## src/rtl/lut_interp_act_pipe_if.sv

```systemverilog
// Stream + table-write bundle for lut_interp_act_pipe.
//   in_valid/in_ready/in_data    : z samples into the unit (signed DATA_W)
//   out_valid/out_ready/out_data : activation results a (signed DATA_W)
//   tbl_we/tbl_waddr/tbl_wdata   : runtime table write port
// master modport : the side that feeds z, consumes a and programs the table
// slave modport  : the activation unit itself
interface lut_interp_act_pipe_if #(
  parameter int DATA_W = 8,
  parameter int ADDR_W = 4
);
  logic                     in_valid;
  logic                     in_ready;
  logic signed [DATA_W-1:0] in_data;
  logic                     out_valid;
  logic                     out_ready;
  logic signed [DATA_W-1:0] out_data;
  logic                     tbl_we;
  logic        [ADDR_W-1:0] tbl_waddr;
  logic signed [DATA_W-1:0] tbl_wdata;

  modport master (
    output in_valid, in_data, out_ready, tbl_we, tbl_waddr, tbl_wdata,
    input  in_ready, out_valid, out_data
  );

  modport slave (
    input  in_valid, in_data, out_ready, tbl_we, tbl_waddr, tbl_wdata,
    output in_ready, out_valid, out_data
  );
endinterface

```

## src/rtl/lut_interp_act_pipe.sv

```systemverilog
// Pipelined activation unit: programmable table of 2**ADDR_W segment values
// with linear interpolation between neighbouring entries.
//   clk  : clock, all state on rising edge
//   rst  : asynchronous, active-low reset (clears valids, out_data and table)
//   bus  : lut_interp_act_pipe_if.slave (z stream in, a stream out, table write)
// z is split into a signed segment index (upper ADDR_W bits) and an unsigned
// fraction (lower FRAC_W bits). Three register stages: S1 seg/frac, S2 table
// base/next, S3 output. All stages advance together when the output register
// is empty or being consumed.
// Build option: define LUT_INTERP_ROUND_EN for round-half-up interpolation;
// default build truncates (floor).
module lut_interp_act_pipe #(
  parameter int DATA_W = 8,
  parameter int ADDR_W = 4
) (
  input logic                    clk,
  input logic                    rst,
  lut_interp_act_pipe_if.slave   bus
);
  localparam int FRAC_W = DATA_W - ADDR_W;
  localparam int DEPTH  = 2 ** ADDR_W;
  localparam int PROD_W = DATA_W + FRAC_W + 2;

  // a = base + ((next-base)*frac >>> FRAC_W); the result always lies between
  // base and next, so only the low DATA_W bits of the sum are needed.
  function automatic logic signed [DATA_W-1:0] interp(
    input logic signed [DATA_W-1:0] base,
    input logic signed [DATA_W-1:0] nxt,
    input logic        [FRAC_W-1:0] frac
  );
    logic signed [DATA_W:0]   diff;
    logic signed [PROD_W-1:0] diff_x;
    logic signed [PROD_W-1:0] frac_x;
    logic signed [PROD_W-1:0] prod;
    logic signed [PROD_W-1:0] step;
    diff   = {nxt[DATA_W-1], nxt} - {base[DATA_W-1], base};
    diff_x = {{(PROD_W-DATA_W-1){diff[DATA_W]}}, diff};
    frac_x = {{(PROD_W-FRAC_W){1'b0}}, frac};
    prod   = diff_x * frac_x;
`ifdef LUT_INTERP_ROUND_EN
    prod   = prod + PROD_W'(2 ** (FRAC_W - 1));
`endif
    step   = prod >>> FRAC_W;
    return base + step[DATA_W-1:0];
  endfunction

  logic                     adv;
  logic                     vld_p1, vld_p2, vld_p3;
  logic signed [ADDR_W-1:0] seg_p1;
  logic        [FRAC_W-1:0] frac_p1, frac_p2;
  logic signed [DATA_W-1:0] base_p2, next_p2;
  logic signed [DATA_W-1:0] data_p3;
  logic signed [DATA_W-1:0] tbl [DEPTH];
  logic        [ADDR_W-1:0] row, row_nxt, wrow;

  // Inverting the sign bit turns the signed segment into an ascending row.
  assign row     = {~seg_p1[ADDR_W-1], seg_p1[ADDR_W-2:0]};
  assign row_nxt = row + ADDR_W'(1);
  assign wrow    = {~bus.tbl_waddr[ADDR_W-1], bus.tbl_waddr[ADDR_W-2:0]};

  assign adv          = !vld_p3 || bus.out_ready;
  assign bus.in_ready = adv;
  assign bus.out_valid = vld_p3;
  assign bus.out_data  = data_p3;

  // Table: written on any edge with tbl_we, regardless of stalls. S2 reads
  // with nonblocking semantics, so a same-edge write is not seen.
  always_ff @(posedge clk or negedge rst) begin
    if (!rst) begin
      for (int i = 0; i < DEPTH; i++) tbl[i] <= '0;
    end else if (bus.tbl_we) begin
      tbl[wrow] <= bus.tbl_wdata;
    end
  end

  // Control and output register.
  always_ff @(posedge clk or negedge rst) begin
    if (!rst) begin
      vld_p1  <= 1'b0;
      vld_p2  <= 1'b0;
      vld_p3  <= 1'b0;
      data_p3 <= '0;
    end else if (adv) begin
      vld_p1 <= bus.in_valid;
      vld_p2 <= vld_p1;
      vld_p3 <= vld_p2;
      // ---- S2 -> S3: interpolate; bubbles keep the last result ----
      if (vld_p2) data_p3 <= interp(base_p2, next_p2, frac_p2);
    end
  end

  // Datapath registers, no reset needed: qualified by the valid bits.
  always_ff @(posedge clk) begin
    if (adv) begin
      // ---- input -> S1: split z into segment and fraction ----
      if (bus.in_valid) begin
        seg_p1  <= bus.in_data[DATA_W-1:FRAC_W];
        frac_p1 <= bus.in_data[FRAC_W-1:0];
      end
      // ---- S1 -> S2: table lookup; top row has no upper neighbour ----
      if (vld_p1) begin
        base_p2 <= tbl[row];
        next_p2 <= (&row) ? tbl[row] : tbl[row_nxt];
        frac_p2 <= frac_p1;
      end
    end
  end
endmodule

```

## src/flat_wrapper.sv

```systemverilog
// flat-port wrapper written by rule: the top's interface ports become plain ports
module lut_interp_act_pipe_flat 
#(
  parameter int DATA_W = 8,
  parameter int ADDR_W = 4
)
  (clk, rst, bus_in_valid, bus_in_data, bus_out_ready, bus_tbl_we, bus_tbl_waddr, bus_tbl_wdata, bus_in_ready, bus_out_valid, bus_out_data);
  lut_interp_act_pipe_if #(.DATA_W(DATA_W), .ADDR_W(ADDR_W)) bus_i ();
  input logic clk;
  input logic rst;
  input wire logic [$bits(bus_i.in_valid)-1:0] bus_in_valid;
  input wire logic [$bits(bus_i.in_data)-1:0] bus_in_data;
  input wire logic [$bits(bus_i.out_ready)-1:0] bus_out_ready;
  input wire logic [$bits(bus_i.tbl_we)-1:0] bus_tbl_we;
  input wire logic [$bits(bus_i.tbl_waddr)-1:0] bus_tbl_waddr;
  input wire logic [$bits(bus_i.tbl_wdata)-1:0] bus_tbl_wdata;
  output wire logic [$bits(bus_i.in_ready)-1:0] bus_in_ready;
  output wire logic [$bits(bus_i.out_valid)-1:0] bus_out_valid;
  output wire logic [$bits(bus_i.out_data)-1:0] bus_out_data;
  assign bus_i.in_valid = bus_in_valid;
  assign bus_i.in_data = bus_in_data;
  assign bus_i.out_ready = bus_out_ready;
  assign bus_i.tbl_we = bus_tbl_we;
  assign bus_i.tbl_waddr = bus_tbl_waddr;
  assign bus_i.tbl_wdata = bus_tbl_wdata;
  assign bus_in_ready = bus_i.in_ready;
  assign bus_out_valid = bus_i.out_valid;
  assign bus_out_data = bus_i.out_data;
  lut_interp_act_pipe #(.DATA_W(DATA_W), .ADDR_W(ADDR_W)) u_core (.clk(clk), .rst(rst), .bus(bus_i));
endmodule
```

## config.mk

```make
export PLATFORM = sky130hd
export DESIGN_NAME = lut_interp_act_pipe_flat
export DESIGN_NICKNAME = d
export VERILOG_FILES = /design/src/rtl/lut_interp_act_pipe_if.sv /design/src/rtl/lut_interp_act_pipe.sv /design/src/flat_wrapper.sv
export SDC_FILE = /design/constraint.sdc
export NUM_CORES = 1
export LEC_CHECK = 0
export ABC_AREA = 1
export CORE_MARGIN = 8
export CORE_UTILIZATION = 56
export CTS_CLUSTER_DIAMETER = 80
export DETAILED_ROUTE_END_ITERATION = 8
export HOLD_SLACK_MARGIN = 0.15
export PLACE_DENSITY = 0.77
export SKIP_LAST_GASP = 1
export SYNTH_ARGS = -nofsm -noshare
export SYNTH_HDL_FRONTEND = slang
export SYNTH_SLANG_ARGS = --single-unit
export TNS_END_PERCENT = 1
```

## constraint.sdc

```tcl
create_clock -name clk -period 5.9 [get_ports clk]
set_clock_uncertainty 0.05 [all_clocks]
set_input_delay 1.18 -clock clk [delete_from_list [all_inputs] [get_ports clk]]
set_output_delay 1.18 -clock clk [all_outputs]
set_load 0.005 [all_outputs]
```

-- Word level (Yosys, flattened, before mapping)
Cells that the tools add are included.
- bits of input ports: 25
- word-level logic and storage cells: 55
- register bits after elaboration: 167
- output and inout port bits: 10
- multiply operators: 1
- add/sub/neg operators: 3
- reductions and logical operators: 7
- bitwise logic cells: 5
- $lt $le $gt $ge: 4
- muxes and demuxes: 10
- operators with widths (cell ; number):
    $bwmux W128 ; 1
    $bmux W8 S4 ; 2
    $mux W8 ; 6
    $demux W8 S4 ; 1
    $ge A5 B5 Y1 const B ; 3
    $not A4 Y5 ; 3
    $mul A9 B5 Y12 ; 1
    $sub A8 B8 Y9 ; 1
    $add A8 B8 Y8 ; 1
    $reduce_and A2 Y1 ; 3
    $lt A5 B1 Y1 const B ; 1
    $add A4 B1 Y4 const B ; 1
    $reduce_and A4 Y1 ; 1
    $not A1 Y1 ; 2
    $logic_and A1 B1 Y1 ; 1
    $logic_not A1 Y1 ; 1
    $logic_or A1 B1 Y1 ; 1

-- Depth between registers and ports, before layout
- word-level depth: 7
- depth in mapped cells: 39
- gate-level depth less buffers: 39

-- Worst setup path after synthesis
No wires, ideal clock.
- path kind: register to register
- from: register u_core.base_p2[0]
- to: register u_core.data_p3[7], in the netlist u_core.bus.out_data[7]
- library setup time: 0.117 ns
- setup slack: 0.279 ns
- stages on the path, launching flop included: 36
- data required time: 5.733 ns
- period minus slack after synthesis: 5.621 ns
- data arrival time: 5.454 ns
- path buffers: 0
- cells stage by stage: edfxtp_1 -> ha_1 -> fa_1 -> inv_1 -> nand2_1 -> nand2_1 -> nand2_1 -> xor2_1 -> nor2_1 -> ha_1 -> fa_1 -> inv_1 -> fa_1 -> inv_1 -> ha_1 -> a21oi_1 -> o21ai_0 -> o21bai_1 -> nand2_1 -> nand2_1 -> nand2_1 -> nand2_1 -> a21oi_1 -> xor2_1 -> inv_1 -> ha_1 -> nand2_1 -> or2_2 -> nand3_1 -> nand3_1 -> nand2_1 -> nand2_1 -> nand2_1 -> nand2_1 -> nand3_1 -> nand2_1
- cells in the longest elaborated chain, start to end: 3
- ends and longest elaborated chain (element ; line ; source):
    from (decl) ; lut_interp_act_pipe.sv:51 ; logic signed [DATA_W-1:0] base_p2, next_p2;
    from (signal assigned) ; lut_interp_act_pipe.sv:102 ; base_p2 <= tbl[row];
    $sub A8 B8 Y9 ; lut_interp_act_pipe.sv:36 ; diff = {nxt[DATA_W-1], nxt} - {base[DATA_W-1], base};
    $mul A9 B5 Y12 ; lut_interp_act_pipe.sv:39 ; prod = diff_x * frac_x;
    $add A8 B8 Y8 * ; lut_interp_act_pipe.sv:44 ; return base + step[DATA_W-1:0];
    to (signal assigned) ; lut_interp_act_pipe.sv:88 ; if (vld_p2) data_p3 <= interp(base_p2, next_p2, frac_p2);
    to (decl) ; lut_interp_act_pipe.sv:52 ; logic signed [DATA_W-1:0] data_p3;
Every way passes the cells marked *; elsewhere a longest branch is shown, timed or not.
A chain may end at the register's enable or synchronous reset.

-- Worst setup path after layout
- from: register u_core.next_p2[2]
- to: register u_core.data_p3[7], in the netlist u_core.bus.out_data[7]
- cells in the longest elaborated chain, start to end: 3
- ends and longest elaborated chain (element ; line ; source):
    from (decl) ; lut_interp_act_pipe.sv:51 ;
    from (signal assigned) ; lut_interp_act_pipe.sv:103 ; next_p2 <= (&row) ? tbl[row] : tbl[row_nxt];
    $sub A8 B8 Y9 ; lut_interp_act_pipe.sv:36 ;
    $mul A9 B5 Y12 ; lut_interp_act_pipe.sv:39 ;
    $add A8 B8 Y8 ; lut_interp_act_pipe.sv:44 ;
Every way passes these cells.

==> flow_metrics.tcl <==
set metrics [dict create \
    wl_met3_um 1630 \
    p_int_uw 4320 \
    path_common_cell "nand2_1" \
    numCtsBuffers 17 \
    clkSinkCount 167 \
    die_w_um 150 \
    htreeDepth 4 \
    detail-route-antenna-nets 0 \
    p_sw_uw 3630 \
    setup.worst_path.start "u_core.next_p2[2]" \
    hpwl_um 17800 \
    fin_crit_sh_pct 97.1 \
    seq_area_frac_synth_pct 42.8 \
    gp_congestion 0.898 \
    swShare_pct 45.7 \
    drc 0 \
    synth_edf_count 28 \
    critPathKind "flop to flop" \
    seq_area_um2 4320 \
    worstSetupStartpointType "flop" \
    powerDensity_nw_per_um2 702 \
    tightest_slew_ns 0.999 \
    finalPower_uw 7950 \
    drt_wl_total_um 26500 \
    dpl-instance-area_um2 10500 \
    layout_setup_ws_ns 0.173 \
    clock_path_buffers 2 \
    maxCapViolations 0 \
    final_common_cell "o21ai_0" \
    pwr-share-seq_pct 20.4 \
    p_leak_uw 0.00523 \
    syn-cell-area_um2 10100 \
    slowest_stage "fa_1" \
    syn_area_per_cell_um2 7.87 \
    hold_class "flop to flop" \
    p_comb_share_pct 64.6 \
    ys_top_cells_by_area "dfrtp_1, o21ai_0, nand2_1, edfxtp_1, inv_1" \
    finalCriticalPeriod_ns 5.73 \
    worstSetupEndpoint "u_core.bus.out_data[7]" \
    clkTransAtPathRegs_ns 0.07 \
    vdd_drop_max_mv 1.77 \
    hold_slack_ns 0.367 \
    synth_xor_area_share_pct 1.72 \
    initial_utilization_pct 56.6 \
    synthFlopType "dfrtp_1" \
    drive_gt1_share_pct 8.38 \
    grt_max_degree 96 \
    path_max_fanout 4 \
    port_buffers 34 \
    wl_per_cell_um 17.3 \
    dieHeight_um 150 \
    synth-simple-area-share_pct 16.9 \
    end_kind "flop" \
    netlist.area_leader.share_pct 34.5 \
    wl_met1_um 10900 \
    final_area_um2 11300 \
    synth_top_family_by_area "compound AO/OA/AOI/OAI gates" \
    synth_mux_area_share_pct 0 \
    worstRegToRegCells 33 \
    grtUsageTotal_pct 24.1 \
    die_area_um2 22600 \
    drtPass1Iterations 8 \
    num_rows 49 \
    syn_inst 1282 \
    routed.top_layer "met4" \
    ys_async_sr_fraction_pct 83.2 \
    diodes 0 \
    synth_top_area_cell "dfrtp_1" \
    area_growth_pct 12.4 \
    clkPwrFrac_pct 15.0 \
    worstPathRequired_ns 6.17 \
    max_freq_mhz 175 \
    viasPerCell 5.83 \
    synth_adder_area_share_pct 7.71 \
    clock_latency_ns 0.44 \
    slew_violations 0 \
    setup_viol 0 \
    status "finished clean" \
    synth_compound_area_share_pct 22.1 \
    postCtsHoldBufs 0 \
    final_cell_mix "o21ai_0, nand2_1, dfrtp_1" \
    fillers 1536 \
    grt_pass1_wl_um 43000 \
    root_buffer "clkbuf_16" \
    drt_iter0_drc 816 \
    multi_input_comb_area_um2 5030 \
    critPathArrivalTime_ns 6.00 \
    yosys.cell_types.count 48 \
    cts_tree "yes" \
    wl_met2_um 12800 \
    finalNetCount 1364 \
    coreArea_um2 17800 \
    grt_pass1_vias 8691 \
    holdPathStages 0 \
    cp_slowest_stage_delay_ns 0.54 \
    grt.overflow.total 0 \
    yosysWarnings 0 \
    r2r_slack_ns 0.17 \
    relSlewSlack_pct 33.4 \
    grt_antenna_before_repair 0 \
    synth-seq-cells 167 \
    rr_startpoint "u_core.next_p2[2]" \
    synthesis.nets 1359 \
    reg2reg_to "u_core.bus.out_data[7]" \
    pre_cts_ws_ns -0.0644 \
    final-hold-violation-count 0 \
    pin_count 35 \
    vias 8909 \
]
layout make-up:
class	count	area share [%]
clock buffers	18	3.79
clock inverters	14	1.77
inverters	150	4.99
multi-input cells	895	44.4
flip-flops and latches	167	38.1
well taps	229	2.53
repair buffers	56	4.47
registers in the layout, indices dropped and copies added, names as in the netlist, 4 cells and up:
name and flops:
u_core.seg_p1 4, u_core.base_p2 8, u_core.tbl 128, u_core.frac_p1 4, u_core.next_p2 8, u_core.frac_p2 4, u_core.bus.out_data 8
logic make-up (layout without fill, tap and decap cells):
| group | count (synthesis) | after routing |
|---|---|---|
| AND/OR/NAND/NOR | 407 | 407 |
| XOR/XNOR | 19 | 19 |
| adder cells (fa/ha/maj) | 52 | 52 |
| AO/OA/AOI/OAI | 417 | 417 |
| buffers and inverters | 220 | 238 |
| flip-flops | 167 | 167 |
cells in the mapped netlist, types with 3 or more instances:
master	n
or2_2	4
buf_2	29
clkbuf_1	38
o21bai_1	4
inv_1	142
o211ai_1	24
xor2_1	11
nand2_1	240
a21oi_1	95
o311ai_0	4
nand3_1	52
nor2_1	86
o21ai_1	6
a31oi_1	6
o21ai_0	262
ha_1	35
fa_1	17
nand3_2	3
nand2_2	4
xnor2_1	7
edfxtp_1	28
dfrtp_1	139
inv_2	6
nand4_1	7
per-layer routing:
metal  track usage (%)  up-vias
met5                 0        -
met4              12.3        0
met3              4.78      100
met2              40.3      333
met1              29.2     4185
li1                  -     4291
power groups by stage:
stage | combinational (uW) | clock (uW) | sequential [uW]
after floorplan | 3390 | 0 | 1600
after global placement | 4270 | 0 | 1630
after detailed placement | 4450 | 0 | 1640
after CTS | 4580 | 1190 | 1620
after global routing | 5820 | 1250 | 1660
final | 5140 | 1190 | 1620
stage by stage:
stage	TNS (ns)	instances	utilization, %
finish	0	1529	63.5
global route	-0.407	1529	63.5
CTS	0	1517	62.4
detailed placement	-0.0644	1484	58.7
global placement	0	1484	58.7
floorplan	0	1282	-
worst max-delay path: cells and delay by family (launching register included):
| family | cells | cell delay (ns) |
|---|---|---|
| AND/OR/NAND/NOR | 17 | 1.57 |
| flip-flops | 1 | 0.37 |
| XOR/XNOR | 2 | 0.39 |
| buffers and inverters | 4 | 0.26 |
| adder cells (fa/ha/maj) | 6 | 2.40 |
| AO/OA/AOI/OAI | 4 | 0.58 |
repair_timing:
| action | 4_1_cts | 5_1_grt |
|---|---|---|
| setup buffers | 1 | 12 |
| pin swaps | 1 | 21 |
| resized for setup | 4 | 26 |
| endpoints found under the setup margin | 1 | 2 |
worst min path at each step:
stage                      startpoint                 to  slack [ns]
finish              u_core.frac_p1[1]  u_core.frac_p2[1]        0.37
global route        u_core.frac_p1[0]  u_core.frac_p2[0]        0.38
CTS                 u_core.frac_p1[1]  u_core.frac_p2[1]        0.37
detailed placement  u_core.frac_p1[0]  u_core.frac_p2[0]        0.35
global placement    u_core.frac_p1[0]  u_core.frac_p2[0]        0.35
floorplan           u_core.frac_p1[0]  u_core.frac_p2[0]        0.35
Power figures use the tool's default switching activity.
